===== src/rtl/psg_pkg.sv =====
// psg_pkg: shared constants and types for the PSG command controller.
//   CH_NOISE    - channel index of the noise generator
//   ATTEN_OFF   - attenuation value that silences a channel
//   psg_fsm_e   - command sequencer states
//   psg_latch_t - currently latched register target (channel + volume flag)
package psg_pkg;

    localparam logic [1:0] CH_NOISE  = 2'd3;
    localparam logic [3:0] ATTEN_OFF = 4'hF;

    typedef enum logic [1:0] {IDLE, EXEC, WAIT} psg_fsm_e;

    typedef struct packed {
        logic [1:0] chan;
        logic       vol;
    } psg_latch_t;

endpackage


===== src/rtl/psg_cmd_fifo.sv =====
// psg_cmd_fifo: byte FIFO that queues PSG command writes.
// Ports:
//   clk, reset     - clock, synchronous active-high reset (empties FIFO)
//   push, wr_data  - write request and byte
//   pop            - consume head entry
//   rd_data        - head entry (valid while !empty)
//   full, empty    - occupancy flags
// A push while full is only accepted when a pop happens on the same edge.
module psg_cmd_fifo #(
    parameter int DEPTH = 4
) (
    input  logic       clk,
    input  logic       reset,
    input  logic       push,
    input  logic       pop,
    input  logic [7:0] wr_data,
    output logic [7:0] rd_data,
    output logic       full,
    output logic       empty
);

    localparam int AW = (DEPTH > 1) ? $clog2(DEPTH) : 1;

    logic [7:0]  mem [DEPTH];
    logic [AW:0] wr_ptr, rd_ptr;   // extra MSB distinguishes full from empty
    logic        wr_en, rd_en;

    assign empty   = (wr_ptr == rd_ptr);
    assign full    = (wr_ptr[AW] != rd_ptr[AW]) && (wr_ptr[AW-1:0] == rd_ptr[AW-1:0]);
    assign rd_en   = pop && !empty;
    assign wr_en   = push && (!full || rd_en);
    assign rd_data = mem[rd_ptr[AW-1:0]];

    always_ff @(posedge clk) begin
        if (reset) begin
            wr_ptr <= '0;
            rd_ptr <= '0;
        end else begin
            if (wr_en) wr_ptr <= wr_ptr + 1'b1;
            if (rd_en) rd_ptr <= rd_ptr + 1'b1;
        end
    end

    always_ff @(posedge clk) begin
        if (wr_en) mem[wr_ptr[AW-1:0]] <= wr_data;
    end

endmodule


===== src/rtl/psg_cmd_ctrl.sv =====
// psg_cmd_ctrl: decodes CPU writes to the PSG port into tone, attenuation and
// noise registers, one command byte at a time, with a valid/ready change
// notification per byte.
// Ports:
//   clk, reset             - clock, synchronous active-high reset
//   addr, MREQ_N, WR_N,    - CPU bus; a write to PSG_ADDR queues one byte
//   data
//   freq[2:0]              - 10-bit tone period per channel
//   atten_mag[3:0]         - attenuation per channel (3 = noise)
//   enable[2:0]            - tone channel audible (attenuation not OFF)
//   noise_ctrl             - noise mode / shift rate
//   cfg_valid, cfg_ready,  - change notification handshake
//   cfg_chan, cfg_vol
//   noise_rst              - one-cycle pulse: reseed noise LFSR
//   overflow               - sticky: a byte was dropped on a full FIFO
//   busy                   - bytes pending or a command in flight
module psg_cmd_ctrl
    import psg_pkg::*;
#(
    parameter logic [15:0] PSG_ADDR   = 16'h007F,
    parameter int          FIFO_DEPTH = 4
) (
    input  logic             clk,
    input  logic             reset,
    input  logic [15:0]      addr,
    input  logic             MREQ_N,
    input  logic             WR_N,
    input  logic [7:0]       data,
    output logic [2:0][9:0]  freq,
    output logic [3:0][3:0]  atten_mag,
    output logic [2:0]       enable,
    output logic [2:0]       noise_ctrl,
    output logic             cfg_valid,
    input  logic             cfg_ready,
    output logic [1:0]       cfg_chan,
    output logic             cfg_vol,
    output logic             noise_rst,
    output logic             overflow,
    output logic             busy
);

    psg_fsm_e   state;
    psg_latch_t latch, nl;
    logic       wr_act, wr_act_q, push, pop, full, empty;
    logic [7:0] head, cmd_q;

    // Edge-detect the strobe so a long write pulse queues exactly one byte.
    assign wr_act = !MREQ_N && !WR_N && (addr == PSG_ADDR);
    assign push   = wr_act && !wr_act_q;
    assign pop    = (state == IDLE) && !empty;
    assign busy   = !empty || (state != IDLE);

    for (genvar c = 0; c < 3; c++) begin : g_en
        assign enable[c] = (atten_mag[c] != ATTEN_OFF);
    end

    psg_cmd_fifo #(.DEPTH(FIFO_DEPTH)) u_fifo (
        .clk     (clk),
        .reset   (reset),
        .push    (push),
        .pop     (pop),
        .wr_data (data),
        .rd_data (head),
        .full    (full),
        .empty   (empty)
    );

    // Target of the byte being executed: a latch byte retargets before applying.
    always_comb begin
        nl = latch;
        if (cmd_q[7]) begin
            nl.chan = cmd_q[6:5];
            nl.vol  = cmd_q[4];
        end
    end

    always_ff @(posedge clk) begin
        if (reset) begin
            state      <= IDLE;
            latch      <= '0;
            cmd_q      <= '0;
            wr_act_q   <= 1'b0;
            freq       <= '0;
            atten_mag  <= {4{ATTEN_OFF}};
            noise_ctrl <= '0;
            cfg_valid  <= 1'b0;
            cfg_chan   <= '0;
            cfg_vol    <= 1'b0;
            noise_rst  <= 1'b0;
            overflow   <= 1'b0;
        end else begin
            wr_act_q  <= wr_act;
            noise_rst <= 1'b0;
            if (push && full && !pop) overflow <= 1'b1;

            case (state)
                IDLE: begin
                    if (!empty) begin
                        cmd_q <= head;
                        state <= EXEC;
                    end
                end
                EXEC: begin
                    latch     <= nl;
                    cfg_chan  <= nl.chan;
                    cfg_vol   <= nl.vol;
                    cfg_valid <= 1'b1;
                    state     <= WAIT;
                    if (nl.vol) begin
                        atten_mag[nl.chan] <= cmd_q[3:0];
                    end else if (nl.chan == CH_NOISE) begin
                        noise_ctrl <= cmd_q[2:0];
                        noise_rst  <= 1'b1;
                    end else if (cmd_q[7]) begin
                        freq[nl.chan][3:0] <= cmd_q[3:0];
                    end else begin
                        freq[nl.chan][9:4] <= cmd_q[5:0];
                    end
                end
                WAIT: begin
                    if (cfg_ready) begin
                        cfg_valid <= 1'b0;
                        state     <= IDLE;
                    end
                end
                default: state <= IDLE;
            endcase
        end
    end

endmodule

===== config.mk =====
export PLATFORM = sky130hd
export DESIGN_NAME = psg_cmd_ctrl
export DESIGN_NICKNAME = d
export VERILOG_FILES = /design/src/rtl/psg_pkg.sv /design/src/rtl/psg_cmd_fifo.sv /design/src/rtl/psg_cmd_ctrl.sv
export SDC_FILE = /design/constraint.sdc
export NUM_CORES = 1
export LEC_CHECK = 0
export ABC_AREA = 1
export CORE_UTILIZATION = 50
export DETAILED_ROUTE_END_ITERATION = 16
export PLACE_DENSITY = 0.75
export REMOVE_ABC_BUFFERS = 1
export SLEW_MARGIN = 20
export SYNTH_ARGS = -nofsm -noshare
export SYNTH_HDL_FRONTEND = slang
export SYNTH_SLANG_ARGS = --single-unit

===== constraint.sdc =====
create_clock -name clk -period 3.9 [get_ports clk]
set_clock_uncertainty 0.05 [all_clocks]
set_input_delay 0.585 -clock clk [delete_from_list [all_inputs] [get_ports clk]]
set_output_delay 0.585 -clock clk [all_outputs]
set_load 0.01 [all_outputs]

# Word level (Yosys, flattened, before mapping)
# Memory sizes are Yosys's and may differ from the RTL's. A register that Yosys moved wholly into a read port is not among the register bits.
# Index checks and enable logic that the tools add are counted.
# word_totals
register_bits	64
ram_bits	32
inputBits	29
output_inout_bits	59
wordCells	85
mem_count	1
# mem_list
name	words	width	read_ports	rd_clocked_by_memory_dff	write_ports	line	text
u_fifo.mem	4	8	1	1	1	psg_cmd_fifo.sv:24	logic [7:0] mem [DEPTH];
# classes
n_addsub	2
magnitude_cmp	2
n_eq_ne	12
mux	19
bitwise_logic	4
n_reduce_logical	28
# op_table
op	n
30-bit bitwise mux	2
10-bit demux with 2-bit select	2
30-bit 2-to-1 mux	1
16-bit bitwise mux	1
16-bit by 7-bit == test with 1-bit output (second input constant)	1
4-bit != test (second input constant)	3
1-bit logical AND	10
10-bit 2-to-1 mux	1
4-bit demux with 2-bit select	1
4-bit 2-to-1 mux	2
2-bit AND reduction	4
3-bit by 1-bit adder with 3-bit output (second input constant)	2
1-bit logical NOT	6
2-bit case mux with 3 select lines	1
3-bit AND reduction	2
2-bit == test (second input constant)	2
1-bit 2-to-1 mux	4
2-bit 2-to-1 mux	2
2-bit != test (second input constant)	2
1-bit inverter	4
2-bit nonzero test	2
3-bit == test	1
2-bit by 3-bit less-than comparator with 1-bit output (second input constant)	1
3-bit 2-to-1 mux	1
other kinds (8)	9

# Depth between registers and ports, before layout
# depth
word_depth	8
depth_mapped	12

# Hierarchy
# From an unflattened synthesis, not the netlist that was laid out.
# hier_totals
hier_cells	529
area_unflattened_um2	4354.2
# by_module_without_submodules
mod	instances	cells_each	area_each_um2	seq_area_each_um2
psg_cmd_ctrl	1	387	2710.1	1321.3
psg_cmd_fifo	1	142	1644.1	1121.1

# Worst setup path after synthesis
# No wires, ideal clock.
# synth_timing
kind	input-to-reg
startpoint	input port WR_N
endpoint	memory u_fifo.mem[0][0] (enable)
arrival_time_ns	1.535
t_required_ns	3.479
setup_slack_ns	1.944
cell_stages	7
path_cell_list	nor2_1 > inv_1 > nor2_1 > nand3_1 > nor2_1 > nand2_1 > nor2_1
# synth_via
elab_chain_cells	7
# synth_rtl
element	line	text
start, declared	psg_cmd_ctrl.sv:27	input logic WR_N,
1-bit logical NOT	psg_cmd_ctrl.sv:48	assign wr_act = !MREQ_N && !WR_N && (addr == PSG_ADDR);
1-bit logical AND (2 in a row)	psg_cmd_ctrl.sv:48	
1-bit logical AND	psg_cmd_ctrl.sv:49	assign push = wr_act && !wr_act_q;
1-bit logical AND	psg_cmd_fifo.sv:31	assign wr_en = push && (!full || rd_en);
1-bit 2-to-1 mux	psg_cmd_fifo.sv:45	if (wr_en) mem[wr_ptr[AW-1:0]] <= wr_data;
1-bit 2-to-1 mux (implied by the code)	psg_cmd_fifo.sv:45	
end, declared	psg_cmd_fifo.sv:24	
# No other way between the ends.

# Final worst setup path
# layout_timing
startpoint	register u_fifo.rd_ptr[0]
endpoint	output port busy
# layout_via
elab_chain_cells	3
# layout_rtl
element	line	text
start, declared	psg_cmd_fifo.sv:25	logic [AW:0] wr_ptr, rd_ptr;
start signal, assigned	psg_cmd_fifo.sv:40	if (rd_en) rd_ptr <= rd_ptr + 1'b1;
3-bit == test	psg_cmd_fifo.sv:28	assign empty = (wr_ptr == rd_ptr);
1-bit logical NOT	psg_cmd_ctrl.sv:51	assign busy = !empty || (state != IDLE);
1-bit logical OR	psg_cmd_ctrl.sv:51	
end, declared	psg_cmd_ctrl.sv:39	output logic busy
# No other way between the ends.

==> reports/metrics.yaml <==
run_status:
  outcome: "finished, final reports clean"
cts:
  clk_pin_slew_ps: 90
  clock_path_buffers: 2
  htree_num_levels: 3
  post_cts_resized: 0
  hold_buffers: 0
  post_cts.repair.setup_buffers: 0
  cts_buffers: 9
  cts_tree: "done"
  clockRootBuffer: "clkbuf_8"
  clock_latency_ps: 360
  cts.sinks: 104
sta:
  setup_viol: 0
  finalWorstPathRequiredPeriod_ps: 2550
  fin_setup_tns_ps: 0
  post-route-period-util_pct: 65.3
  finalHoldWorstSlack_ps: 398
  final_hold_viol_count: 0
  worstMarginPinSlew_ps: 656
  slew_headroom_pct: 56.1
  drv_slew: 0
  rsz0062_at_grt: "no"
  max_freq_mhz: 393
setup_path:
  cp-end-kind: "output pin"
  crit_type: "register to output pin"
  startpoint_type: "register"
  critPathArrivalTime_ps: 1910
  crit_required_ps: 3260
  crit_fanout: 19
drt:
  vias: 3302
  first_iter_violations: 119
  ant_nets: 0
  wirelength_um: 8390
  dr.pass1.iters: 4
  drt-vias-per-instance: 4.89
  avgRoutedWirePerCell_um: 12.4
  drc: 0
synth:
  netlist_area_um2: 4300
  synth-simple-area-share_pct: 22.5
  synth_fa_ha_area_share_pct: 1.46
  ys_warn_count: 0
  yosysTopAreaCellShare_pct: 33.5
  avgSynthCellArea_um2: 8.88
  synth_area_leaders: "dfxtp_1, edfxtp_1, nor2_1"
  syn_inst: 484
  synth-xor-area-share_pct: 0.204
  ys_ff_latch: 104
  synth_top_family_by_area: "simple AND/OR/NAND/NOR gates"
  ys_types: 34
  yosysTopAreaCell: "dfxtp_1"
  yosys-mux-area-fraction_pct: 0
  seq_area_frac_synth_pct: 55.9
  synth_compound_area_share_pct: 12.7
power:
  swShare_pct: 35.7
  switchingPower_uw: 1040
  ir_drop_uv: 313
  p_leak_uw: 0.00204
  power_frac_comb_pct: 29.7
  power.density_nw_per_um2: 541
  p_int_uw: 1880
  pwr-share-clk_pct: 22.7
  seqPwrFrac_pct: 47.6
cells_and_area:
  final_cell_mix: "nor2_1, clkdlybuf4s50_1, dfxtp_1"
  nets: 599
  drive_gt1_share_pct: 9.30
  final_common_cell: "nor2_1"
  stdcell_area_um2: 5400
  antennaDiodeCount: 0
  area_growth_pct: 25.6
grt:
  grt_max_degree: 63
  overflow: 0
  grtUsageTotal_pct: 20.2
  grt_pass1_vias: 3060
  grt_pass1_wl_um: 14000
  antenna_found_initial: 0
placement:
  gp_congestion: 0.820
  port_buffers: 87
  dpl.hpwl_um: 6200
  place_area_um2: 5200
floorplanning:
  rows: 33
  die_w_um: 94.7
  start_util_pct: 52.0
  dieArea_um2: 8970
  ios: 88
  core-area_um2: 8260
  die_h_um: 94.7
worst_hold_path:
  holdCritPathClass: "register to register"
job:
  max_cap_viol_count: 0
## stage by stage
stage	instances	utilization (%)	total power, uW	worst slack [ps]
2_1_floorplan	465	-	1950	1940
3_3_place_gp	659	63.0	2270	1320
3_5_place_dp	659	63.0	2290	1220
4_1_cts	675	65.4	2940	1330
5_1_grt	675	65.4	3100	1220
6_report	675	65.4	2920	1350
## cells in the mapped netlist
library cell and number:
nor2_8 2, inv_4 1, buf_2 1, o21ai_1 12
edfxtp_1 32, nand4_1 4, nor2_2 3, nand3_1 23
o21ai_2 1, a211oi_1 1, nand2_4 1, buf_6 4
xor2_1 1, inv_2 14, a21oi_1 23, dfxtp_1 72
o22ai_1 8, nand4_4 3, a311oi_1 1, nor2_4 4
inv_1 34, nand3b_1 1, ha_1 5, buf_4 2
clkinv_1 4, nand3_2 1, nand4_2 2, nor3_1 1
clkbuf_1 12, nand2_1 61, nand2_2 2, nor2_1 96
o21ai_0 49, o21ai_4 3
## worst paths after layout
| path | start | to | slack [ps] | depth (start not counted) |
|---|---|---|---|---|
| min | freq[24] | freq[24] | 400 | 2 |
| min reg2reg | freq[24] | freq[24] | 400 | 2 |
| max | u_fifo.rd_ptr[0] | busy | 1350 | 7 |
| max reg2reg | u_fifo.rd_ptr[0] | u_fifo.mem[0][7] | 1720 | 8 |
## registers in the layout, summed over array words and instances (netlist names)
register / flops
overflow: 1
noise_rst: 1
u_fifo.rd_ptr: 3
freq: 30
state: 2
u_fifo.wr_ptr: 3
cfg_valid: 1
cmd_q: 8
atten_mag: 16
wr_act_q: 1
latch: 3
u_fifo.mem: 32
noise_ctrl: 3
## kinds of logic after synthesis
kind of cell             count (synthesis)
AO/OA/AOI/OAI                           98
XOR/XNOR                                 1
adder cells (fa/ha/maj)                  5
buffers and inverters                   72
flip-flops                             104
AND/OR/NAND/NOR                        204
## per-layer routing
layer | share of wire (%) | global-route usage [%] | vias to the layer above
met5 | 0 | 0 | -
met4 | 1.3 | 6.19 | 0
met3 | 3.5 | 4.03 | 14
met2 | 48 | 35.0 | 66
met1 | 47 | 25.2 | 1472
li1 | - | - | 1750
## worst max-delay path: stages, from the launching register on
cell	delay, ps
dfxtp_1	310
buf_4	180
inv_2	220
nand2_1	80
nand2_1	100
nor2_2	50
nand3_1	60
clkdlybuf4s50_1	550
## cell type report
cell class              instances  area [um^2]
inverters                      53          201
clock inverters                 6         67.6
well taps                     105          131
clock buffers                  10          128
repair buffers                 89          886
flip-flops and latches        104         2400
fillers                       699         2860
multi-input cells             308         1580
## power by group through the flow
stage	Combinational (uW)	Clock, uW	Sequential [uW]
after CTS	878	670	1390
after floorplan	547	0	1410
after global placement	853	0	1420
after detailed placement	873	0	1420
after global routing	970	715	1420
final	868	664	1390
Note: power is estimated with default switching activity, not from simulation.
